===== src/rtl/edge_det_pkg.sv =====
`default_nettype none
// ============================================================================
// Module      : edge_det_pkg
// Description : Shared types and constants for the multi-channel edge
//               detector: the per-channel edge mode encoding and the bit
//               positions of the rise/fall qualifiers inside a mode field.
//               Also provides the edge qualification helper used by every
//               channel.
// Macros      : none (EDGE_DET_FILTER_EN is consumed by edge_det_chan)
// Revision    : 1.0 - initial release
// ============================================================================
package edge_det_pkg;

  // Per-channel edge qualifier. The two bits are independent enables, so
  // BOTH is simply RISE | FALL.
  typedef enum logic [1:0] {
    NONE = 2'b00,
    RISE = 2'b01,
    FALL = 2'b10,
    BOTH = 2'b11
  } edge_mode_t;

  localparam int MODE_RISE_BIT = 0;
  localparam int MODE_FALL_BIT = 1;

  // An edge counts towards the pending flag only if the mode enables it.
  function automatic logic qualify_edge(input logic       rise_p,
                                        input logic       fall_p,
                                        input logic [1:0] mode_v);
    return (rise_p & mode_v[MODE_RISE_BIT]) | (fall_p & mode_v[MODE_FALL_BIT]);
  endfunction

endpackage : edge_det_pkg
`default_nettype wire


===== src/rtl/edge_det_chan.sv =====
`default_nettype none
// ============================================================================
// Module      : edge_det_chan
// Description : One edge detector channel. The raw input passes through a
//               flop synchroniser, an optional debounce filter, and an edge
//               stage that produces registered rise/fall pulses. A sticky
//               pending flag records edges that the channel mode qualifies.
// Macros      : EDGE_DET_FILTER_EN - when defined, a debounce counter must
//               see FILTER_CYCLES consecutive mismatching cycles before the
//               filtered level follows the synchronised level. When
//               undefined, the filtered level is the synchronised level.
// Ports       :
//   clk        in  1  clock
//   rst_n      in  1  synchronous active-low reset
//   sig_in     in  1  raw (possibly asynchronous) input
//   mode       in  2  edge qualifier {fall_en, rise_en}
//   clr        in  1  clears pend (a simultaneous qualified edge wins)
//   level_out  out 1  filtered, synchronised level
//   rise       out 1  one-cycle pulse on a filtered 0->1 transition
//   fall       out 1  one-cycle pulse on a filtered 1->0 transition
//   pend       out 1  sticky qualified-edge flag
// Revision    : 1.0 - initial release
// ============================================================================
module edge_det_chan
  import edge_det_pkg::*;
#(
  parameter int SYNC_STAGES   = 2,
  parameter int FILTER_CYCLES = 4
) (
  input  logic       clk,
  input  logic       rst_n,
  input  logic       sig_in,
  input  logic [1:0] mode,
  input  logic       clr,
  output logic       level_out,
  output logic       rise,
  output logic       fall,
  output logic       pend
);

  // --------------------------------------------------------------------------
  // Synchroniser: shift the raw input through SYNC_STAGES flops. The last
  // stage is the first point where the level is safe to use.
  // --------------------------------------------------------------------------
  logic [SYNC_STAGES-1:0] sync_ff;
  logic                   sync_lvl;

  always_ff @(posedge clk) begin
    if (!rst_n) begin
      sync_ff <= '0;
    end else begin
      sync_ff <= {sync_ff[SYNC_STAGES-2:0], sig_in};
    end
  end

  assign sync_lvl = sync_ff[SYNC_STAGES-1];

  // --------------------------------------------------------------------------
  // Filtered level
  // --------------------------------------------------------------------------
  logic filt_lvl;

`ifdef EDGE_DET_FILTER_EN
  localparam int CNT_W = (FILTER_CYCLES > 1) ? $clog2(FILTER_CYCLES + 1) : 1;
  // The level toggles on the cycle that would bring the count to
  // FILTER_CYCLES, so the counter compares against one less and never
  // needs to hold FILTER_CYCLES itself; it cannot wrap.
  localparam logic [CNT_W-1:0] CNT_LAST = CNT_W'(FILTER_CYCLES - 1);

  logic [CNT_W-1:0] filt_cnt;
  logic             filt_ff;

  always_ff @(posedge clk) begin
    if (!rst_n) begin
      filt_cnt <= '0;
      filt_ff  <= 1'b0;
    end else if (sync_lvl != filt_ff) begin
      if (filt_cnt == CNT_LAST) begin
        filt_ff  <= ~filt_ff;
        filt_cnt <= '0;
      end else begin
        filt_cnt <= filt_cnt + 1'b1;
      end
    end else begin
      // Any agreeing cycle discards a partial count: glitches shorter than
      // FILTER_CYCLES leave no trace.
      filt_cnt <= '0;
    end
  end

  assign filt_lvl = filt_ff;
`else
  // Without the filter the synchronised level is used as-is. FILTER_CYCLES
  // has no effect in this build; both arms are the same pass-through.
  if (FILTER_CYCLES >= 1) begin : g_nofilt
    assign filt_lvl = sync_lvl;
  end else begin : g_nofilt_degenerate
    assign filt_lvl = sync_lvl;
  end
`endif

  assign level_out = filt_lvl;

  // --------------------------------------------------------------------------
  // Edge stage and pending flag. rise/fall compare the current filtered level
  // with the previous one, so they cannot both be high in one cycle. The
  // pending flag consumes the registered pulses, so it trails them by one
  // cycle, and the mode is sampled in the same cycle as the pulse.
  // --------------------------------------------------------------------------
  logic prev_lvl;
  logic rise_ff;
  logic fall_ff;
  logic pend_ff;
  logic qual_edge;

  assign qual_edge = qualify_edge(rise_ff, fall_ff, mode);

  always_ff @(posedge clk) begin
    if (!rst_n) begin
      prev_lvl <= 1'b0;
      rise_ff  <= 1'b0;
      fall_ff  <= 1'b0;
      pend_ff  <= 1'b0;
    end else begin
      prev_lvl <= filt_lvl;
      rise_ff  <= filt_lvl & ~prev_lvl;
      fall_ff  <= ~filt_lvl & prev_lvl;
      // Set has priority over a coincident clear.
      pend_ff  <= qual_edge | (pend_ff & ~clr);
    end
  end

  assign rise = rise_ff;
  assign fall = fall_ff;
  assign pend = pend_ff;

endmodule : edge_det_chan
`default_nettype wire


===== src/rtl/edge_detector_mc.sv =====
`default_nettype none
// ============================================================================
// Module      : edge_detector_mc
// Description : Multi-channel edge detector. CH independent channels, each
//               with synchroniser, optional debounce filter, rise/fall pulse
//               generation and a sticky pending flag qualified by a per-
//               channel edge mode. A registered OR of all pending flags forms
//               the interrupt output.
// Macros      : EDGE_DET_FILTER_EN - compiles the per-channel debounce
//               filter in (see edge_det_chan).
// Ports       :
//   clk        in  1     clock
//   rst_n      in  1     synchronous active-low reset
//   sig_in     in  CH    raw channel inputs
//   mode       in  2*CH  edge qualifiers, channel i uses [2i+1:2i]
//   clr        in  CH    per-channel pending clear
//   level_out  out CH    filtered, synchronised levels
//   rise       out CH    rising edge pulses
//   fall       out CH    falling edge pulses
//   pend       out CH    sticky qualified-edge flags
//   irq        out 1     registered OR of pend
// Revision    : 1.0 - initial release
// ============================================================================
module edge_detector_mc
  import edge_det_pkg::*;
#(
  parameter int CH            = 4,
  parameter int SYNC_STAGES   = 2,
  parameter int FILTER_CYCLES = 4
) (
  input  logic            clk,
  input  logic            rst_n,
  input  logic [CH-1:0]   sig_in,
  input  logic [2*CH-1:0] mode,
  input  logic [CH-1:0]   clr,
  output logic [CH-1:0]   level_out,
  output logic [CH-1:0]   rise,
  output logic [CH-1:0]   fall,
  output logic [CH-1:0]   pend,
  output logic            irq
);

  for (genvar i = 0; i < CH; i++) begin : g_chan
    edge_det_chan #(
      .SYNC_STAGES   (SYNC_STAGES),
      .FILTER_CYCLES (FILTER_CYCLES)
    ) u_chan (
      .clk       (clk),
      .rst_n     (rst_n),
      .sig_in    (sig_in[i]),
      .mode      (mode[2*i +: 2]),
      .clr       (clr[i]),
      .level_out (level_out[i]),
      .rise      (rise[i]),
      .fall      (fall[i]),
      .pend      (pend[i])
    );
  end

  // The interrupt is registered from the pend flops, one cycle behind them.
  logic irq_ff;

  always_ff @(posedge clk) begin
    if (!rst_n) begin
      irq_ff <= 1'b0;
    end else begin
      irq_ff <= |pend;
    end
  end

  assign irq = irq_ff;

endmodule : edge_detector_mc
`default_nettype wire

===== config.mk =====
export PLATFORM = sky130hd
export DESIGN_NAME = edge_detector_mc
export DESIGN_NICKNAME = d
export VERILOG_FILES = /design/src/rtl/edge_det_pkg.sv /design/src/rtl/edge_det_chan.sv /design/src/rtl/edge_detector_mc.sv
export SDC_FILE = /design/constraint.sdc
export NUM_CORES = 1
export LEC_CHECK = 0
export BUFFER_PORTS_ARGS = -buffer_cell sky130_fd_sc_hd__buf_2
export CORE_ASPECT_RATIO = 0.7
export CORE_MARGIN = 4
export CORE_UTILIZATION = 46
export DETAILED_ROUTE_END_ITERATION = 10
export GPL_TIMING_DRIVEN = 0
export PLACE_DENSITY = 0.77
export SETUP_SLACK_MARGIN = 0.1
export SLEW_MARGIN = 25
export SYNTH_ARGS = -nofsm -noshare
export SYNTH_HDL_FRONTEND = slang
export SYNTH_SLANG_ARGS = --single-unit

===== constraint.sdc =====
create_clock -name clk -period 1.1 [get_ports clk]
set_input_delay 0.11 -clock clk [delete_from_list [all_inputs] [get_ports clk]]
set_output_delay 0.11 -clock clk [all_outputs]
set_load 0.1 [all_outputs]

==> results.toml <==
[grt]
grtUsageTotal = 0.1485
gr-total-overflow = 0
grt_max_degree = 15
antenna_found_initial = 0
grt_pass1_wl_mm = 2.891
grt_pass1_vias = 662

[worst_setup_path]
rrSetupSlack_ns = 0.12
cp_num_cells = 2
start_kind = "register"
arrival_ns = 0.92
cp-endpoint = "pend[3]"
r2r-end = "irq"
cp_cell_sequence = "buf_6, buf_12"
cpMaxStageDelayCell = "dfxtp_2"
cp-end-kind = "primary output"
cpPeakStageDelay_ns = 0.36
critPathKind = "register to primary output"
worstSetupStartpoint = "g_chan[3].u_chan.pend"
r2r_start = "g_chan[0].u_chan.pend"
reg2reg_depth = 2
critPathTopFamily = "flip-flops"
critPathBufInv = 2
worst_ep_required_time_ns = 0.99
cp_max_fo = 2

[run_status]
status = "complete, no violations"

[placed_design]
gp_congestion = 0.6897
dp_cells = 135
pre_cts_ws_ns = 0.1106
dpl.hpwl_mm = 1.162
place_area_sq_um = 1099
port_buffers = 34

[route]
wire_per_inst_microns = 12.38
routed_wirelength_mm = 1.709
num_vias = 626
drc = 0
drtAntennaViolNets = 0
drt_pass1_iterations = 2
vias_per_cell = 4.536
drtIter0Drc = 9

[logic_synthesis]
synth_top_cell_area_share = 0.5563
ys_top_cells_by_area = "dfxtp_1 56%, buf_4 13%, nor2b_4 4.6%"
syn_area_sq_um = 899.6
synth_cell_types = 16
ys_warn_count = 0
netlist_instances = 79
ys_seq_elements = 25
synth_nets = 97
syn_area_per_cell_sq_um = 11.39
synth_top_cell_by_area = "dfxtp_1"
ys_seq_area_frac = 0.5563

[die]
die_w_microns = 60.86
dieHeight_microns = 45
die_area_sq_um = 2738
top_level_ports = 35
initial_core_util = 0.4852
core_region_area_sq_um = 1854
rows = 13

[layout]
stdcell_area_sq_um = 1424
syn_to_final_growth_pct = 58.28
instances_no_fill = 138
nets = 135
drive_gt1_frac = 0.6724
diodes = 0

[timing]
fmax_mhz = 966.6
fin_crit_ns = 1.035
skew_ns = 0.003804
tns_ns = 0
setup_viol = 0
worst_pin_slew_ns = 0.2037
hold_viol = 0
rsz0062_at_grt = "yes"
layout_setup_ws_ns = 0.06541
fin_crit_sh = 0.9405
slew_headroom = 0.8642
final_max_slew_viol_count = 0

[clock_tree]
worst_skew_pair.late_latency_ns = 0.31
cts_buffer_depth = 2
clk_pin_slew_worst_paths_ns = 0.12
cts_made_buffers = 3
htreeDepth = 1
root_buffer = "clkbuf_4"
tritoncts = "yes"
cts.sinks = 25

[job]
cap_violations = 0

[worst_hold_path]
hold_path.class = "primary input to register"
worstHoldStart = "clr[3]"

[power]
irDropWorstVdd_mv = 0.8749
p_leak_nw = 0.6190
power.density_nw_per_um2 = 1151
final cells by class:
type                            count  area [sq um]
Multi-Input combinational cell     36         262.8
Tap cell                           22         27.53
Clock buffer                        3         22.52
Fill cell                         123         430.4
Buffer                              6         61.31
Sequential cell                    25         526.8
Timing Repair Buffer               45         518.0
Clock inverter                      1         5.005
flip-flops by register name, indices dropped and copies added, names as in the netlist:
name,count
g_chan.u_chan.rise,4
g_chan.u_chan.sync_ff,8
g_chan.u_chan.prev_lvl,4
g_chan.u_chan.pend,4
irq,1
g_chan.u_chan.fall,4
through the flow:
stage / utilization / hold WS (ns) / power [mW]
floorplan: - / 0.2373 / 1.151
global placement: 0.5924 / 0.3163 / 1.202
detailed placement: 0.5924 / 0.3220 / 1.205
CTS: 0.7584 / 0.02746 / 1.666
global route: 0.7679 / 0.03436 / 1.723
finish: 0.7679 / 0.04256 / 1.639
worst min-delay path by stage:
stage | to | slack, ns | depth (start not counted)
floorplan | g_chan[0].u_chan.sync_ff[0] | 0.24 | 1
global placement | g_chan[2].u_chan.sync_ff[0] | 0.32 | 2
detailed placement | g_chan[2].u_chan.sync_ff[0] | 0.32 | 2
CTS | g_chan[3].u_chan.pend | 0.03 | 3
global route | g_chan[2].u_chan.pend | 0.03 | 3
finish | g_chan[3].u_chan.pend | 0.04 | 3
layer usage:
layer	share of wire	GRT usage
met1	0.36	0.1489
met2	0.53	0.2793
met3	0.10	0.05714
met4	0.012	0.05195
met5	0	0
Yosys cell counts (all sizes together):
cell	count
and3b	1
dfxtp	25
a21boi	4
nor2	3
nand2b	4
a22oi	4
clkbuf	1
nor2b	4
buf	17
nand2	3
o41a	1
and2	12
worst register-to-register path: stages (launching register included):
cell and delay (ns):
dfxtp_2 0.35, buf_4 0.13, o41a_1 0.40
placed cells by master, fill, tap and decap left out, types with 2 or more instances in the layout:
master / instances
buf_2: 17
buf_12: 17
dfxtp_2: 15
dfxtp_1: 8
buf_4: 7
and2_1: 6
buf_6: 5
nand2b_1: 4
a22oi_1: 4
a21boi_0: 4
dlygate4sd3_1: 4
nand2_1: 3
nor2_1: 3
and2_4: 3
nor2b_4: 3
and2_2: 3
clkbuf_4: 3
dfxtp_4: 2
cell families after synthesis:
kind of cell,Yosys count,synth area share
and+or+nand+nor,27,0.2128
DFF,25,0.5563
AOI/OAI and AO/OA,9,0.07928
buffers and inverters,18,0.1516
report_power, final:
part / switching, mW / internal (mW) / total (mW)
Sequential: 0.0217 / 0.934 / 0.955
Combinational: 0.163 / 0.136 / 0.299
Clock: 0.249 / 0.136 / 0.385
Total: 0.434 / 1.21 / 1.64
timing repair:
item	4_1_cts	5_1_grt
setup endpoints to repair	17	17
buffers inserted	7	0
gates cloned	0	0
hold buffers	4	0
resized for setup	85	5
hold endpoints to repair	4	0
Note: power is estimated with default switching activity, not from simulation.
